<file path="src/rtl/multicycle_controller_pkg.sv">
// Shared encodings for the multicycle MIPS control FSM: states, opcodes,
// funct codes, ALU operations and datapath mux selects.
package multicycle_controller_pkg;

    localparam int unsigned STATE_W = 4;
    localparam int unsigned OP_W    = 6;
    localparam int unsigned FUNCT_W = 6;
    localparam int unsigned ALU_W   = 3;

    typedef enum logic [STATE_W-1:0] {
        S_FETCH  = 4'd0,
        S_DECODE = 4'd1,
        S_MEMADR = 4'd2,
        S_MEMRD  = 4'd3,
        S_MEMWB  = 4'd4,
        S_MEMWR  = 4'd5,
        S_EXEC   = 4'd6,
        S_ALUWB  = 4'd7,
        S_BRANCH = 4'd8,
        S_ADDIEX = 4'd9,
        S_ADDIWB = 4'd10,
        S_JUMP   = 4'd11
    } state_e;

    localparam logic [OP_W-1:0] OP_RTYPE = 6'b000000;
    localparam logic [OP_W-1:0] OP_LW    = 6'b100011;
    localparam logic [OP_W-1:0] OP_SW    = 6'b101011;
    localparam logic [OP_W-1:0] OP_BEQ   = 6'b000100;
    localparam logic [OP_W-1:0] OP_ADDI  = 6'b001000;
    localparam logic [OP_W-1:0] OP_J     = 6'b000010;

    localparam logic [FUNCT_W-1:0] FN_ADD = 6'b100000;
    localparam logic [FUNCT_W-1:0] FN_SUB = 6'b100010;
    localparam logic [FUNCT_W-1:0] FN_AND = 6'b100100;
    localparam logic [FUNCT_W-1:0] FN_OR  = 6'b100101;
    localparam logic [FUNCT_W-1:0] FN_SLT = 6'b101010;

    localparam logic [ALU_W-1:0] ALU_ADD = 3'b010;
    localparam logic [ALU_W-1:0] ALU_SUB = 3'b110;
    localparam logic [ALU_W-1:0] ALU_AND = 3'b000;
    localparam logic [ALU_W-1:0] ALU_OR  = 3'b001;
    localparam logic [ALU_W-1:0] ALU_SLT = 3'b111;

    typedef enum logic [1:0] {
        PCSRC_ALU    = 2'b00,
        PCSRC_ALUOUT = 2'b01,
        PCSRC_JUMP   = 2'b10
    } pcsrc_e;

    typedef enum logic [1:0] {
        SRCB_RD2     = 2'b00,
        SRCB_FOUR    = 2'b01,
        SRCB_IMM     = 2'b10,
        SRCB_IMM_SH2 = 2'b11
    } alusrcb_e;

    // Per-state control word driven toward the datapath
    typedef struct packed {
        logic             mem_req;
        logic             iord;
        logic             mem_write;
        logic             ir_write;
        logic             pc_write;
        logic             branch;
        pcsrc_e           pc_src;
        logic             alu_src_a;
        alusrcb_e         alu_src_b;
        logic [ALU_W-1:0] alu_control;
        logic             reg_dest;
        logic             memto_reg;
        logic             reg_write;
        logic             illegal_op;
    } ctrl_t;

    // States whose exit to FETCH completes an instruction
    function automatic logic retires_from(input state_e s);
        case (s)
            S_MEMWR, S_MEMWB, S_ALUWB, S_BRANCH, S_ADDIWB, S_JUMP: return 1'b1;
            default: return 1'b0;
        endcase
    endfunction

endpackage

</file>
<file path="src/rtl/multicycle_controller_alu_decoder.sv">
// R-type funct decode to ALU operation; unsupported funct flags illegal and
// falls back to add so the ALU select is always defined.
module multicycle_controller_alu_decoder
    import multicycle_controller_pkg::*;
(
    input  logic [FUNCT_W-1:0] funct,
    output logic [ALU_W-1:0]   alu_control_c,
    output logic               illegal_c
);

    // funct -> ALU operation
    always_comb begin
        alu_control_c = ALU_ADD;
        illegal_c     = 1'b0;
        case (funct)
            FN_ADD:  alu_control_c = ALU_ADD;
            FN_SUB:  alu_control_c = ALU_SUB;
            FN_AND:  alu_control_c = ALU_AND;
            FN_OR:   alu_control_c = ALU_OR;
            FN_SLT:  alu_control_c = ALU_SLT;
            default: illegal_c     = 1'b1;
        endcase
    end

endmodule

</file>
<file path="src/rtl/multicycle_controller.sv">
// Control FSM for the multicycle MIPS datapath: sequences fetch/decode/execute
// over a shared memory port, stalls on mem_ready and counts retired instructions.
// Outputs decode directly from the state register so FETCH can strobe IRWrite
// and PCEn in the very cycle memory answers.
module multicycle_controller
    import multicycle_controller_pkg::*;
#(
    parameter int unsigned CNT_W     = 32,
    parameter bit          USE_READY = 1'b1
) (
    input  logic               clk,
    input  logic               reset,
    input  logic [OP_W-1:0]    opcode,
    input  logic [FUNCT_W-1:0] funct,
    input  logic               zero,
    input  logic               mem_ready,
    output logic               mem_req,
    output logic               IorD,
    output logic               MemWrite,
    output logic               IRWrite,
    output logic               PCEn,
    output logic [1:0]         PCSrc,
    output logic               ALUSrcA,
    output logic [1:0]         ALUSrcB,
    output logic [ALU_W-1:0]   ALUControl,
    output logic               RegDest,
    output logic               MemtoReg,
    output logic               RegWrite,
    output logic               illegal_op,
    output logic [CNT_W-1:0]   retired,
    output logic [STATE_W-1:0] state_dbg
);

    state_e           state_q, state_d;
    logic [CNT_W-1:0] retired_q, retired_d;
    ctrl_t            ctl_c;
    logic             ready_c;
    logic [ALU_W-1:0] rtype_alu_c;
    logic             rtype_illegal_c;

    assign ready_c = USE_READY ? mem_ready : 1'b1;

    multicycle_controller_alu_decoder u_alu_decoder (
        .funct         (funct),
        .alu_control_c (rtype_alu_c),
        .illegal_c     (rtype_illegal_c)
    );

    // Next-state and per-state control word
    always_comb begin
        state_d = state_q;
        ctl_c   = '0;
        case (state_q)
            S_FETCH: begin
                ctl_c.mem_req     = 1'b1;
                ctl_c.alu_src_b   = SRCB_FOUR;
                ctl_c.alu_control = ALU_ADD;
                ctl_c.pc_src      = PCSRC_ALU;
                if (ready_c) begin
                    ctl_c.ir_write = 1'b1;
                    ctl_c.pc_write = 1'b1;
                    state_d        = S_DECODE;
                end
            end
            S_DECODE: begin
                ctl_c.alu_src_b   = SRCB_IMM_SH2;
                ctl_c.alu_control = ALU_ADD;
                case (opcode)
                    OP_LW, OP_SW: state_d = S_MEMADR;
                    OP_RTYPE:     state_d = S_EXEC;
                    OP_BEQ:       state_d = S_BRANCH;
                    OP_ADDI:      state_d = S_ADDIEX;
                    OP_J:         state_d = S_JUMP;
                    default: begin
                        ctl_c.illegal_op = 1'b1;
                        state_d          = S_FETCH;
                    end
                endcase
            end
            S_MEMADR: begin
                ctl_c.alu_src_a   = 1'b1;
                ctl_c.alu_src_b   = SRCB_IMM;
                ctl_c.alu_control = ALU_ADD;
                if (opcode == OP_LW) begin
                    state_d = S_MEMRD;
                end else if (opcode == OP_SW) begin
                    state_d = S_MEMWR;
                end else begin
                    state_d = S_FETCH;
                end
            end
            S_MEMRD: begin
                ctl_c.mem_req = 1'b1;
                ctl_c.iord    = 1'b1;
                if (ready_c) begin
                    state_d = S_MEMWB;
                end
            end
            S_MEMWR: begin
                ctl_c.mem_req   = 1'b1;
                ctl_c.iord      = 1'b1;
                ctl_c.mem_write = 1'b1;
                if (ready_c) begin
                    state_d = S_FETCH;
                end
            end
            S_MEMWB: begin
                ctl_c.memto_reg = 1'b1;
                ctl_c.reg_write = 1'b1;
                state_d         = S_FETCH;
            end
            S_EXEC: begin
                ctl_c.alu_src_a   = 1'b1;
                ctl_c.alu_src_b   = SRCB_RD2;
                ctl_c.alu_control = rtype_alu_c;
                if (rtype_illegal_c) begin
                    ctl_c.illegal_op = 1'b1;
                    state_d          = S_FETCH;
                end else begin
                    state_d = S_ALUWB;
                end
            end
            S_ALUWB: begin
                ctl_c.reg_dest  = 1'b1;
                ctl_c.reg_write = 1'b1;
                state_d         = S_FETCH;
            end
            S_BRANCH: begin
                ctl_c.alu_src_a   = 1'b1;
                ctl_c.alu_src_b   = SRCB_RD2;
                ctl_c.alu_control = ALU_SUB;
                ctl_c.pc_src      = PCSRC_ALUOUT;
                ctl_c.branch      = 1'b1;
                state_d           = S_FETCH;
            end
            S_ADDIEX: begin
                ctl_c.alu_src_a   = 1'b1;
                ctl_c.alu_src_b   = SRCB_IMM;
                ctl_c.alu_control = ALU_ADD;
                state_d           = S_ADDIWB;
            end
            S_ADDIWB: begin
                ctl_c.reg_write = 1'b1;
                state_d         = S_FETCH;
            end
            S_JUMP: begin
                ctl_c.pc_src   = PCSRC_JUMP;
                ctl_c.pc_write = 1'b1;
                state_d        = S_FETCH;
            end
            default: begin
                state_d = S_FETCH;
            end
        endcase
    end

    // Retire count advances when a completing state hands back to FETCH
    always_comb begin
        retired_d = retired_q;
        if ((state_d == S_FETCH) && retires_from(state_q)) begin
            retired_d = retired_q + CNT_W'(1);
        end
    end

    // State and counter registers
    always_ff @(posedge clk or posedge reset) begin
        if (reset) begin
            state_q   <= S_FETCH;
            retired_q <= '0;
        end else begin
            state_q   <= state_d;
            retired_q <= retired_d;
        end
    end

    // Drive ports; side-effecting strobes are held off while reset is high
    assign mem_req    = ctl_c.mem_req;
    assign IorD       = ctl_c.iord;
    assign MemWrite   = ctl_c.mem_write & ~reset;
    assign IRWrite    = ctl_c.ir_write & ~reset;
    assign PCEn       = (ctl_c.pc_write | (ctl_c.branch & zero)) & ~reset;
    assign PCSrc      = ctl_c.pc_src;
    assign ALUSrcA    = ctl_c.alu_src_a;
    assign ALUSrcB    = ctl_c.alu_src_b;
    assign ALUControl = ctl_c.alu_control;
    assign RegDest    = ctl_c.reg_dest;
    assign MemtoReg   = ctl_c.memto_reg;
    assign RegWrite   = ctl_c.reg_write & ~reset;
    assign illegal_op = ctl_c.illegal_op & ~reset;
    assign retired    = retired_q;
    assign state_dbg  = state_q;

endmodule

</file>
<file path="config.mk">
export PLATFORM = sky130hd
export DESIGN_NAME = multicycle_controller
export DESIGN_NICKNAME = d
export VERILOG_FILES = /design/src/rtl/multicycle_controller_pkg.sv /design/src/rtl/multicycle_controller_alu_decoder.sv /design/src/rtl/multicycle_controller.sv
export SDC_FILE = /design/constraint.sdc
export NUM_CORES = 1
export LEC_CHECK = 0
export CORE_MARGIN = 8
export CORE_UTILIZATION = 30
export CTS_BUF_LIST = sky130_fd_sc_hd__clkbuf_8
export DETAILED_ROUTE_END_ITERATION = 12
export GPL_TIMING_DRIVEN = 0
export SYNTH_ARGS = -nofsm -noshare
export SYNTH_HDL_FRONTEND = slang
export SYNTH_SLANG_ARGS = --single-unit
export TNS_END_PERCENT = 20
</file>
<file path="constraint.sdc">
create_clock -name clk -period 3.6 [get_ports clk]
set_clock_uncertainty 0.15 [all_clocks]
set_input_delay 1.08 -clock clk [delete_from_list [all_inputs] [get_ports clk]]
set_output_delay 1.08 -clock clk [all_outputs]
set_load 0.01 [all_outputs]
</file>
==> impl_metrics.yaml <==
status:
  status: "finished with violations"
  violations: "setup timing"
synth:
  synthAdderAreaFrac_pct: 0.533
  ys_ff_latch: 36
  synthMuxAreaShare_pct: 1.81
  netlist.top_cell.by_area: "dfrtp_1"
  synth-compound-area-share_pct: 8.20
  synth_fp_nets: 267
  synth_area_mm2: 0.00235
  avgSynthCellArea_um2: 9.39
  synth_seq_area_share_pct: 38.4
  netlist.area_leader.share_pct: 38.4
  synth.distinct_cells: 50
  synth_top_family_by_area: "simple AND/OR/NAND/NOR gates"
  synth_area_leaders: "dfrtp_1 (38%), xnor2_1 (10%), nand4_1 (5.9%)"
  syn_inst: 250
  synth-xor-area-share_pct: 12.3
  ys_warn_count: 0
  synthSimpleGateAreaFrac_pct: 34.2
cells_and_area:
  final_cell_count_no_fill: 427
  multi_input_area_mm2: 0.00138
  drive_gt1_share_pct: 15.1
  fillers: 738
  mostFrequentLayoutCells: "clkdlybuf4s50_1 (57), dfrtp_1 (36), xnor2_1 (28)"
  seq_area_um2: 901
  design_area_mm2: 0.00328
  layout_commonest_cell: "clkdlybuf4s50_1"
  diodes: 0
  nets: 341
  area_growth_pct: 39.7
worst_setup_path:
  start_kind: "primary input"
  crit_type: "primary input to output pin"
  regToRegSetupSlack_ns: 1.40
  reg2reg_depth: 5
  cp_data_arrival_time_ns: 2.45
  crit_start: "funct[1]"
  r2r-end: "retired[1]$_DFFE_PP0P_"
  end_kind: "output pin"
  worstReg2RegStart: "state_dbg[2]$_DFF_PP0_"
  endpoint: "illegal_op"
  cp_data_required_time_ns: 2.37
  cp_max_fo: 3
drt:
  drcViolationCount: 0
  vias: 2188
  ant_nets: 0
  vias_per_cell: 5.12
  avgRoutedWirePerCell_um: 15.5
  first_pass_iters: 4
  drt_wl_total_um: 6610
  drt-initial-drc-count: 81
sta:
  worstMarginPinSlew_ns: 0.749
  layout_setup_ws_ns: -0.0797
  min_period_over_period_pct: 102
  finalCriticalPeriod_ns: 3.68
  rsz0062_at_grt: "true"
  finalSetupViolCount: 1
  hold_viol: 0
  slew_headroom_pct: 50.0
  fmax_mhz: 272
  slew_viol_final: 0
clock_tree:
  clock_path_buffers: 2
  cts_hold_buf: 0
  clkSlewWorstSetupHoldPaths_ns: 0.07
  cts_root_buf: "clkbuf_8"
  cts.repair.resized: 11
  cts_tree: "done"
  cts_made_buffers: 5
  cts_sinks: 36
  cts_setup_buffers: 0
  clock_latency_ns: 0.29
  htree_levels: 2
floorplan:
  io_pins: 69
  rows: 32
  fp.dieH_um: 104
  die_w_um: 104
  core_mm2: 0.00765
  design.die.area_mm2: 0.0109
  initial_utilization_pct: 30.7
hold_path:
  hold_class: "flip-flop to flip-flop"
placement:
  port-buffer-count: 67
  dpl.hpwl_um: 4900
  dp_cells: 419
  dpl_cell_area_mm2: 0.00315
  place_congestion: 0.819
global_route:
  grt_pass1_wl_um: 10900
  grt_max_degree: 37
  gr-usage-all-layers_pct: 12.1
  overflow: 0
  antenna_found_initial: 0
  grt_pass1_vias: 2217
power_and_ir_drop:
  pwr_density_cell_mw_per_mm2: 321
  vdd_ir_drop_max_v: 0.000142
  power_mw: 1.05
  cellLeakagePower_nw: 1.24
job:
  cap_violations: 0
[Yosys cell counts (all sizes together)]
cell	instances
nand4b	1
and4	1
ha	1
clkbuf	4
nand3	13
a211oi	1
nor3b	2
nor4b	1
and3	8
nor2b	7
a32oi	1
nor4	7
nand2	16
and2	2
o22ai	1
o22a	1
or2	2
o21a	2
and4bb	1
mux2	2
or3b	1
a21oi	8
a31o	1
a31oi	3
nand4	22
inv	2
o21ai	5
nand2b	8
or3	2
mux2i	2
nor2	20
nand3b	1
a22oi	1
xnor2	28
a311oi	1
xor2	5
dfrtp	36
o221ai	1
nor3	19
nand4bb	1
buf	9
[critical path, cell delays in order]
cell	delay, ns
clkdlybuf4s50_1	0.51
mux2_2	0.39
nor3_4	0.16
o21a_1	0.13
nor2_1	0.04
clkbuf_2	0.14
[how the worst min path moves through the flow]
stage | start | end | cells past startpoint
global route | retired[5]$_DFFE_PP0P_ | retired[5]$_DFFE_PP0P_ | 1
CTS | retired[31]$_DFFE_PP0P_ | retired[31]$_DFFE_PP0P_ | 1
floorplan | retired[31]$_DFFE_PP0P_ | retired[31]$_DFFE_PP0P_ | 1
detailed placement | retired[31]$_DFFE_PP0P_ | retired[31]$_DFFE_PP0P_ | 1
finish | retired[31]$_DFFE_PP0P_ | retired[31]$_DFFE_PP0P_ | 1
global placement | retired[31]$_DFFE_PP0P_ | retired[31]$_DFFE_PP0P_ | 1
[routing by layer]
layer / global-route usage (%) / up-vias / part of all wire [%]
li1: - / 1060 / -
met1: 14.4 / 1039 / 44
met2: 19.3 / 81 / 46
met3: 4.89 / 8 / 8.2
met4: 4.03 / 0 / 1.3
met5: 0 / - / 0
[power breakdown]
part	total (mW)	leakage, nW	internal (mW)	switching (mW)
Combinational	0.238	0.698	0.120	0.118
Clock	0.360	0.0541	0.205	0.155
Sequential	0.455	0.485	0.427	0.0283
Total	1.05	1.24	0.752	0.301
[cells by family (layout without fill, tap and decap cells)]
| kind of cell | after synthesis | in the layout |
|---|---|---|
| mux | 4 | 4 |
| compound gates | 26 | 26 |
| fa+ha+maj | 1 | 1 |
| flops | 36 | 36 |
| simple gates | 135 | 135 |
| xor+xnor | 33 | 33 |
| buf+inv | 15 | 90 |
[stage by stage]
stage	hold slack (ns)	setup TNS, ns	util (%)	setup WS (ns)
detailed placement	0.319	-1.93	41.1	-0.682
floorplan	0.357	0	-	0.402
CTS	0.329	-0.392	42.8	-0.250
finish	0.322	-0.0797	42.9	-0.0797
global placement	0.311	-1.96	41.1	-0.679
global route	0.365	-0.174	42.9	-0.174
[registers in the layout, indices dropped and copies added, names as in the netlist]
register / flops
retired: 32
state_dbg: 4
[final cells by class]
cell class	instances	share of cell area, %
Buffer	13	3.09
Clock buffer	5	2.10
Clock inverter	3	1.30
Inverter	2	0.229
Multi-Input combinational cell	199	42.0
Sequential cell	36	27.4
Tap cell	102	3.89
Timing Repair Buffer	67	19.9
(Power assumes the default switching activity.)
